### config.mk
export PLATFORM = sky130hd
export DESIGN_NAME = novacore_cfg_loader
export DESIGN_NICKNAME = d
export VERILOG_FILES = /design/src/rtl/novacore_cfg_loader.sv
export SDC_FILE = /design/constraint.sdc
export NUM_CORES = 1
export LEC_CHECK = 0
export BUFFER_PORTS_ARGS = -buffer_cell sky130_fd_sc_hd__buf_2
export CAP_MARGIN = 40
export CORE_UTILIZATION = 50
export DETAILED_ROUTE_END_ITERATION = 10
export PLACE_DENSITY = 0.71
export SLEW_MARGIN = 20
export SYNTH_ARGS = -nofsm -noshare
export SYNTH_HDL_FRONTEND = slang
export SYNTH_SLANG_ARGS = --single-unit
### constraint.sdc
create_clock -name clk -period 3.1 [get_ports clk]
set_input_delay 0.465 -clock clk [delete_from_list [all_inputs] [get_ports clk]]
set_output_delay 0.465 -clock clk [all_outputs]
set_load 0.01 [all_outputs]
### src/rtl/novacore_cfg_loader.sv
// Byte-stream configuration loader for the NovaCORE fabric: unpacks frames and
// drives the c_* fields with a registered strobe that has guaranteed setup/pulse/hold.
module novacore_cfg_loader #(
    parameter int BUS_W     = 42,
    parameter int UID_W     = 7,
    parameter int DIM_W     = 2,
    parameter int SETUP_CYC = 1,
    parameter int PULSE_CYC = 2,
    parameter int HOLD_CYC  = 1
) (
    input  logic             clk,
    input  logic             rst_n,
    input  logic [7:0]       in_data,
    input  logic             in_valid,
    output logic             in_ready,
    input  logic             cfg_restart,
    output logic             mode,
    output logic [BUS_W-1:0] c_bus,
    output logic [UID_W-1:0] c_uid,
    output logic [DIM_W-1:0] c_dimension,
    output logic             c_dimswitch,
    output logic             c_clk,
    output logic [15:0]      frames_done,
    output logic             busy
);

    localparam int PAY_N = (BUS_W + 7) / 8;
    localparam int PAY_W = PAY_N * 8;
    localparam int CNT_W = $clog2(PAY_N + 1);
    localparam int TMR_W = 8;

    localparam logic [2:0] HDR0  = 3'd0;
    localparam logic [2:0] HDR1  = 3'd1;
    localparam logic [2:0] PAY   = 3'd2;
    localparam logic [2:0] SETUP = 3'd3;
    localparam logic [2:0] PULSE = 3'd4;
    localparam logic [2:0] HOLD  = 3'd5;
    localparam logic [2:0] RUN   = 3'd6;

    logic [2:0]       state;
    logic [CNT_W-1:0] byte_cnt;
    logic [TMR_W-1:0] tmr;
    logic [UID_W-1:0] uid_q;
    logic [DIM_W-1:0] dim_q;
    logic             dsw_q;
    logic [PAY_W-9:0] pay_q;
    logic [PAY_W-1:0] pay_next;
    logic             accept;

    function automatic logic [15:0] sat_inc(input logic [15:0] v);
        return (v == 16'hFFFF) ? v : v + 16'd1;
    endfunction

    assign in_ready = (state == HDR0) || (state == HDR1) || (state == PAY);
    assign busy     = (state != RUN);
    assign accept   = in_valid && in_ready;
    // Bytes enter at the top so the first payload byte ends up least significant.
    assign pay_next = {in_data, pay_q};

    always_ff @(posedge clk or negedge rst_n) begin
        if (!rst_n) begin
            state       <= HDR0;
            byte_cnt    <= '0;
            tmr         <= '0;
            uid_q       <= '0;
            dim_q       <= '0;
            dsw_q       <= 1'b0;
            pay_q       <= '0;
            mode        <= 1'b1;
            c_bus       <= '0;
            c_uid       <= '0;
            c_dimension <= '0;
            c_dimswitch <= 1'b0;
            c_clk       <= 1'b0;
            frames_done <= '0;
        end else begin
            case (state)
                HDR0: begin
                    if (accept) begin
                        if (in_data[7]) begin
                            mode  <= 1'b0;
                            state <= RUN;
                        end else begin
                            uid_q <= in_data[UID_W-1:0];
                            state <= HDR1;
                        end
                    end
                end
                HDR1: begin
                    if (accept) begin
                        dim_q    <= in_data[DIM_W-1:0];
                        dsw_q    <= in_data[2];
                        byte_cnt <= '0;
                        state    <= PAY;
                    end
                end
                PAY: begin
                    if (accept) begin
                        pay_q <= pay_next[PAY_W-1:8];
                        if (byte_cnt == CNT_W'(PAY_N - 1)) begin
                            // All fields move together so they share one setup window.
                            c_bus       <= pay_next[BUS_W-1:0];
                            c_uid       <= uid_q;
                            c_dimension <= dim_q;
                            c_dimswitch <= dsw_q;
                            tmr         <= '0;
                            state       <= SETUP;
                        end else begin
                            byte_cnt <= byte_cnt + CNT_W'(1);
                        end
                    end
                end
                SETUP: begin
                    if (tmr == TMR_W'(SETUP_CYC - 1)) begin
                        tmr   <= '0;
                        c_clk <= 1'b1;
                        state <= PULSE;
                    end else begin
                        tmr <= tmr + TMR_W'(1);
                    end
                end
                PULSE: begin
                    if (tmr == TMR_W'(PULSE_CYC - 1)) begin
                        tmr   <= '0;
                        c_clk <= 1'b0;
                        state <= HOLD;
                    end else begin
                        tmr <= tmr + TMR_W'(1);
                    end
                end
                HOLD: begin
                    if (tmr == TMR_W'(HOLD_CYC - 1)) begin
                        tmr         <= '0;
                        frames_done <= sat_inc(frames_done);
                        state       <= HDR0;
                    end else begin
                        tmr <= tmr + TMR_W'(1);
                    end
                end
                RUN: begin
                    if (cfg_restart) begin
                        mode        <= 1'b1;
                        frames_done <= '0;
                        state       <= HDR0;
                    end
                end
                default: state <= HDR0;
            endcase
        end
    end

endmodule

* Word level (Yosys, flattened, before mapping)
Index checks and enable logic that the tools add are counted. Widths: inputs -> output; s select.
Cells by class: add/sub/neg operators 3, equal/unequal tests 21, mux-type cells 30, bitwise logic cells 1, reduce and logical (&&, ||, !) cells 21
Operators with widths (count):
- $mux 16 | 3
- $mux 3 | 12
- $mux 8 | 4
- $pmux 16 s2 | 1
- $pmux 8 s3 | 1
- $pmux 3 s7 | 1
- $ne 2x2->1 const B | 10
- $add 16x1->16 const B | 1
- $eq 16x16->1 const B | 1
- $eq 3x3->1 const B | 4
- $reduce_and 3->1 | 4
- $reduce_and 4->1 | 3
- $add 8x1->8 const B | 1
- $eq 8x1->1 const B | 1
- $logic_not 8->1 | 1
- $reduce_and 8->1 | 1
- $reduce_bool 2->1 | 4
- $eq 3x2->1 const B | 2
- $pmux 3 s2 | 1
- $mux 1 | 5
- $pmux 1 s2 | 2
- $reduce_and 2->1 | 2
- $add 3x1->3 const B | 1
- $eq 3x1->1 const B | 1
- other kinds (8) | 9
Storage, ports and cells: register bits 134, logic and storage cells 90

* Longest topological paths before layout
depth in word-level cells 6, mapped depth 9, mapped depth without buffers 7

* Worst setup path before layout
Ideal clock, no wire load.
path type input -> register, from in in_valid, to reg c_bus[40], setup time 0.125 ns, data arrival time 1.763 ns, data required time 2.975 ns, slack 1.212 ns, cell stages on the path 7, buffers on the path 4, path through buf_2 nor4bb_1 buf_2 and2_1 buf_2 buf_4 mux2_2
Between the ends: longest elaborated chain between the ends 2
Ends and longest elaborated chain:
- from (decl) | RTL line 14 | input logic in_valid,
- $logic_and 1x1->1 | RTL line 56 | assign accept = in_valid && in_ready;
- $reduce_and 3->1 (no line)
- to (signal assigned) | RTL line 102 | c_bus <= pay_next[BUS_W-1:0];
- to (decl) | RTL line 18 | output logic [BUS_W-1:0] c_bus,
Every way passes these cells. A chain may end at the register's enable or synchronous reset.

* Worst setup path in the final report
from reg state[1], to out busy
Between the ends: longest elaborated chain between the ends 1
Ends and longest elaborated chain:
- from (decl) | RTL line 40 | logic [2:0] state;
- from (signal assigned) | RTL line 62 | state <= HDR0;
- from (signal assigned) | RTL line 82 | state <= RUN;
- from (signal assigned) | RTL line 85 | state <= HDR1;
- $ne 3x3->1 | RTL line 55 | assign busy = (state != RUN);
- to (decl) | RTL line 24 | output logic busy
Every way passes these cells.

==> impl_results.md <==
- Status: completed
- Die W: 110 µm
- Clock Power Share: 33.4%
- Static Leak: 3.45 nW
- Buf+Inv Stages, Crit Path: 2
- Sequential Power Share: a little over two fifths
- Largest net degree at the start of global routing: 62
- Pre-CTS WS: 792 ps
- Setup bufs post-CTS: 0
- Final ANT Viol Nets: 0
- FFs w/ async S/R, synth: 100%
- Clk_lat worst skew: 410 ps
- Worst hold path type: in -> async
- Worst path slowest cell: dfrtp_1
- Max Fclk: 394 MHz
- Hold buffers post-CTS: 0
- Power Density: 871 nW/µm²
- Main synth FF type: dfrtp_1
- RSZ-0062 raised after global routing: no
- Worst-margin pin slew: 593 ps
- Worst Skew: 6.64 ps
- Number of global-route vias before repair: approximately 3600
- WL/cell: 16.0 µm
- Iteration-0 DRC Markers: 217
- Final WL: 10.7 mm
- WP data required: 2630 ps
- Drt first pass iters: 4
- Routed via count: approximately 3700
- Cell family with most CP delay: simple AND/OR/NAND/NOR gates
- Post-route worst setup slack: 561 ps
- Slew Limit Headroom: 60.5%
- Placer congestion estimate: just over 0.8
- Max-cap violations: 0
- Die area: 12000 µm²
- Critical path class: reg -> out
- Worst-path cell chain: and2_4 > and2_1 > inv_2 > buf_2
- Number of diodes: 0
- Logic gate share of total power: 22.6%
- Cell-internal power: 4.13 mW
- Worst-path fanout max: 16
- Final Hold Vio Count: 0
- Synth cell types: 55
- Initial core utilization: 52.4%
- Clock Tree Buf Depth: 2
- TritonCTS clock tree: yes
- Final setup fails: 0
- EDFF count, synth: 0
- Critical Path Max Stage Delay: 630 ps
- GRT overflow: 0
- H-tree depth: 4
- Slew Viols, Final: 0
- Core ar.: 11000 µm²
- Final HPWL DP: 7.23 mm
- Arrival time at the worst endpoint: around 2100 ps
- Yosys top cell area share: a little under three fifths
- Area leader, netlist: dfrtp_1
- Nets@finish: 534
- Register bit total from synthesis: 134
- First-pass GRT wire length: 18.3 mm
- Synthesized Nets: 450
- Worst setup SP type: flip-flop
- Commonest cells in the netlist: 133 x dfrtp_1, 102 x mux2_2, 21 x nand2_1
- Synth warn: 0
- Mean Syn Cell Area: roughly 13 µm²
- Via-to-Cell Ratio: 5.56
- Max IR drop VDD: 0.000397 V
- Rows: 38
- Crit path time final: 2540 ps
- GRT Util Overall: 20.3%
- Cell Area, Synth: 5780 µm²
- DR DRC count: 0
- CTS buffer count: 17
- Psw: 1.89 mW
- Proportion of synthesized chip area in sequential cells: between 50% and 60%
- Post_cts resized: 0
- Initial antenna violation count: 0
- Tcrit/Tclk final: 81.9%
- Largest cells by area after synthesis: dfrtp_1 58%, mux2_2 20%, a31oi_1 2.1%, o21ai_0 1.7%, nand2_1 1.4%
- Layout cells sized above 1: about 45%
- Clock slew at reported path FFs: 60 ps
- Port Buffers: between 80 and 90
- Sw frac: about a third
- TNS Setup: 0 ps
- Gate Count Post-Synth: approximately 430
- Top-count cell post-synth: dfrtp_1
- # IOs: 84
- Clk root buf: clkbuf_16
- Area grow syn2layout: 19.4%
- CP Capture Type: primary output
- Clock sinks: roughly 130
- Die height: 110 µm
[cells by family after synthesis]
kind of cell               synth area share, %
xor gates and xnor gates                 0.303
buffers and inverters                     3.07
adders and majority gates                 1.30
muxes                                     20.6
and+or+nand+nor                           7.40
DFF                                       58.0
AOI/OAI and AO/OA                         9.30
[worst reg2reg max path: stages (launching register included)]
cell       delay (ps)
dfrtp_1           630
nor4bb_4          280
buf_4             490
o2bb2ai_1         370
o21ai_0           200
nand2_1           110
o21ai_0            70
[power by group through the flow]
stage          clock [mW]  sequential (mW)  combinational [mW]
6_report             2.01             2.64                1.36
3_5_place_dp            0             2.66                1.37
3_3_place_gp            0             2.63                1.31
5_1_grt              2.13             2.71                1.52
4_1_cts              2.04             2.63                1.38
2_1_floorplan           0             2.55                1.05
[sequential cells by signal, indices dropped and copies added, names as in the netlist, 3 cells and up]
register / count
byte_cnt: 3
c_bus: 42
c_uid: 7
frames_done: 16
pay_q: 40
state: 3
tmr: 8
uid_q: 7
[worst paths after layout]
| check | endpoint | cells after the start | slack, ps | from |
|---|---|---|---|---|
| max in group asynchronous | c_bus[36] | 2 | 2370 | rst_n |
| worst min-delay path | byte_cnt[1] | 1 | 20 | rst_n |
| worst max-delay path | busy | 4 | 560 | state[1] |
| min in group clk | uid_q[3] | 2 | 300 | in_data[3] |
| worst min register to register | mode | 2 | 480 | mode |
| worst max register to register | tmr[3] | 6 | 820 | state[1] |
[cell usage in the layout (no fill, tap or decap), types with 3 or more instances in the layout]
cell type   Yosys  routed
and3_1          9       9
ha_1            6       6
nand2_1        21      21
and2_1          5       4
nand3_1        11      11
inv_1           7       7
mux2_2        102     102
a31o_2          3       3
o21ai_0        20      20
o22ai_1         3       3
nor2_1          9       9
inv_6           0       4
clkbuf_16       0      17
a21oi_1         9       9
a21o_1          4       4
a41oi_1         3       3
a31oi_1        19      19
clkinvlp_4      0       4
buf_2           9      82
mux2i_1         3       3
nand2b_1        6       6
dfrtp_1       133     133
[final cells by class]
type                            instances  area (µm²)
Fill cell                             862        4120
Sequential cell                       134        3350
Multi-Input combinational cell        267        2270
Timing Repair Buffer                   87         477
Clock buffer                           20         457
Tap cell                              140         175
Clock inverter                         12         141
Inverter                                9        33.8
[layer usage]
layer	vias to the layer above	GRT usage (%)	routed length [µm]
met5	-	0	0
met4	0	10.9	267
met3	23	5.10	486
met2	104	29.3	4930
met1	1843	28.0	5030
li1	1752	-	-
[per-stage QoR]
step	utilization, %	power [mW]	instance area, µm²	hold WS (ps)	std cells
finish	62.6	6.01	6910	17.6	669
global route	62.6	6.37	6910	58.6	669
CTS	62.6	6.05	6910	42.9	669
detailed placement	57.2	4.03	6310	475	637
global placement	57.2	3.95	6310	470	637
floorplan	-	3.60	5780	169	432
(Power assumes the default switching activity.)
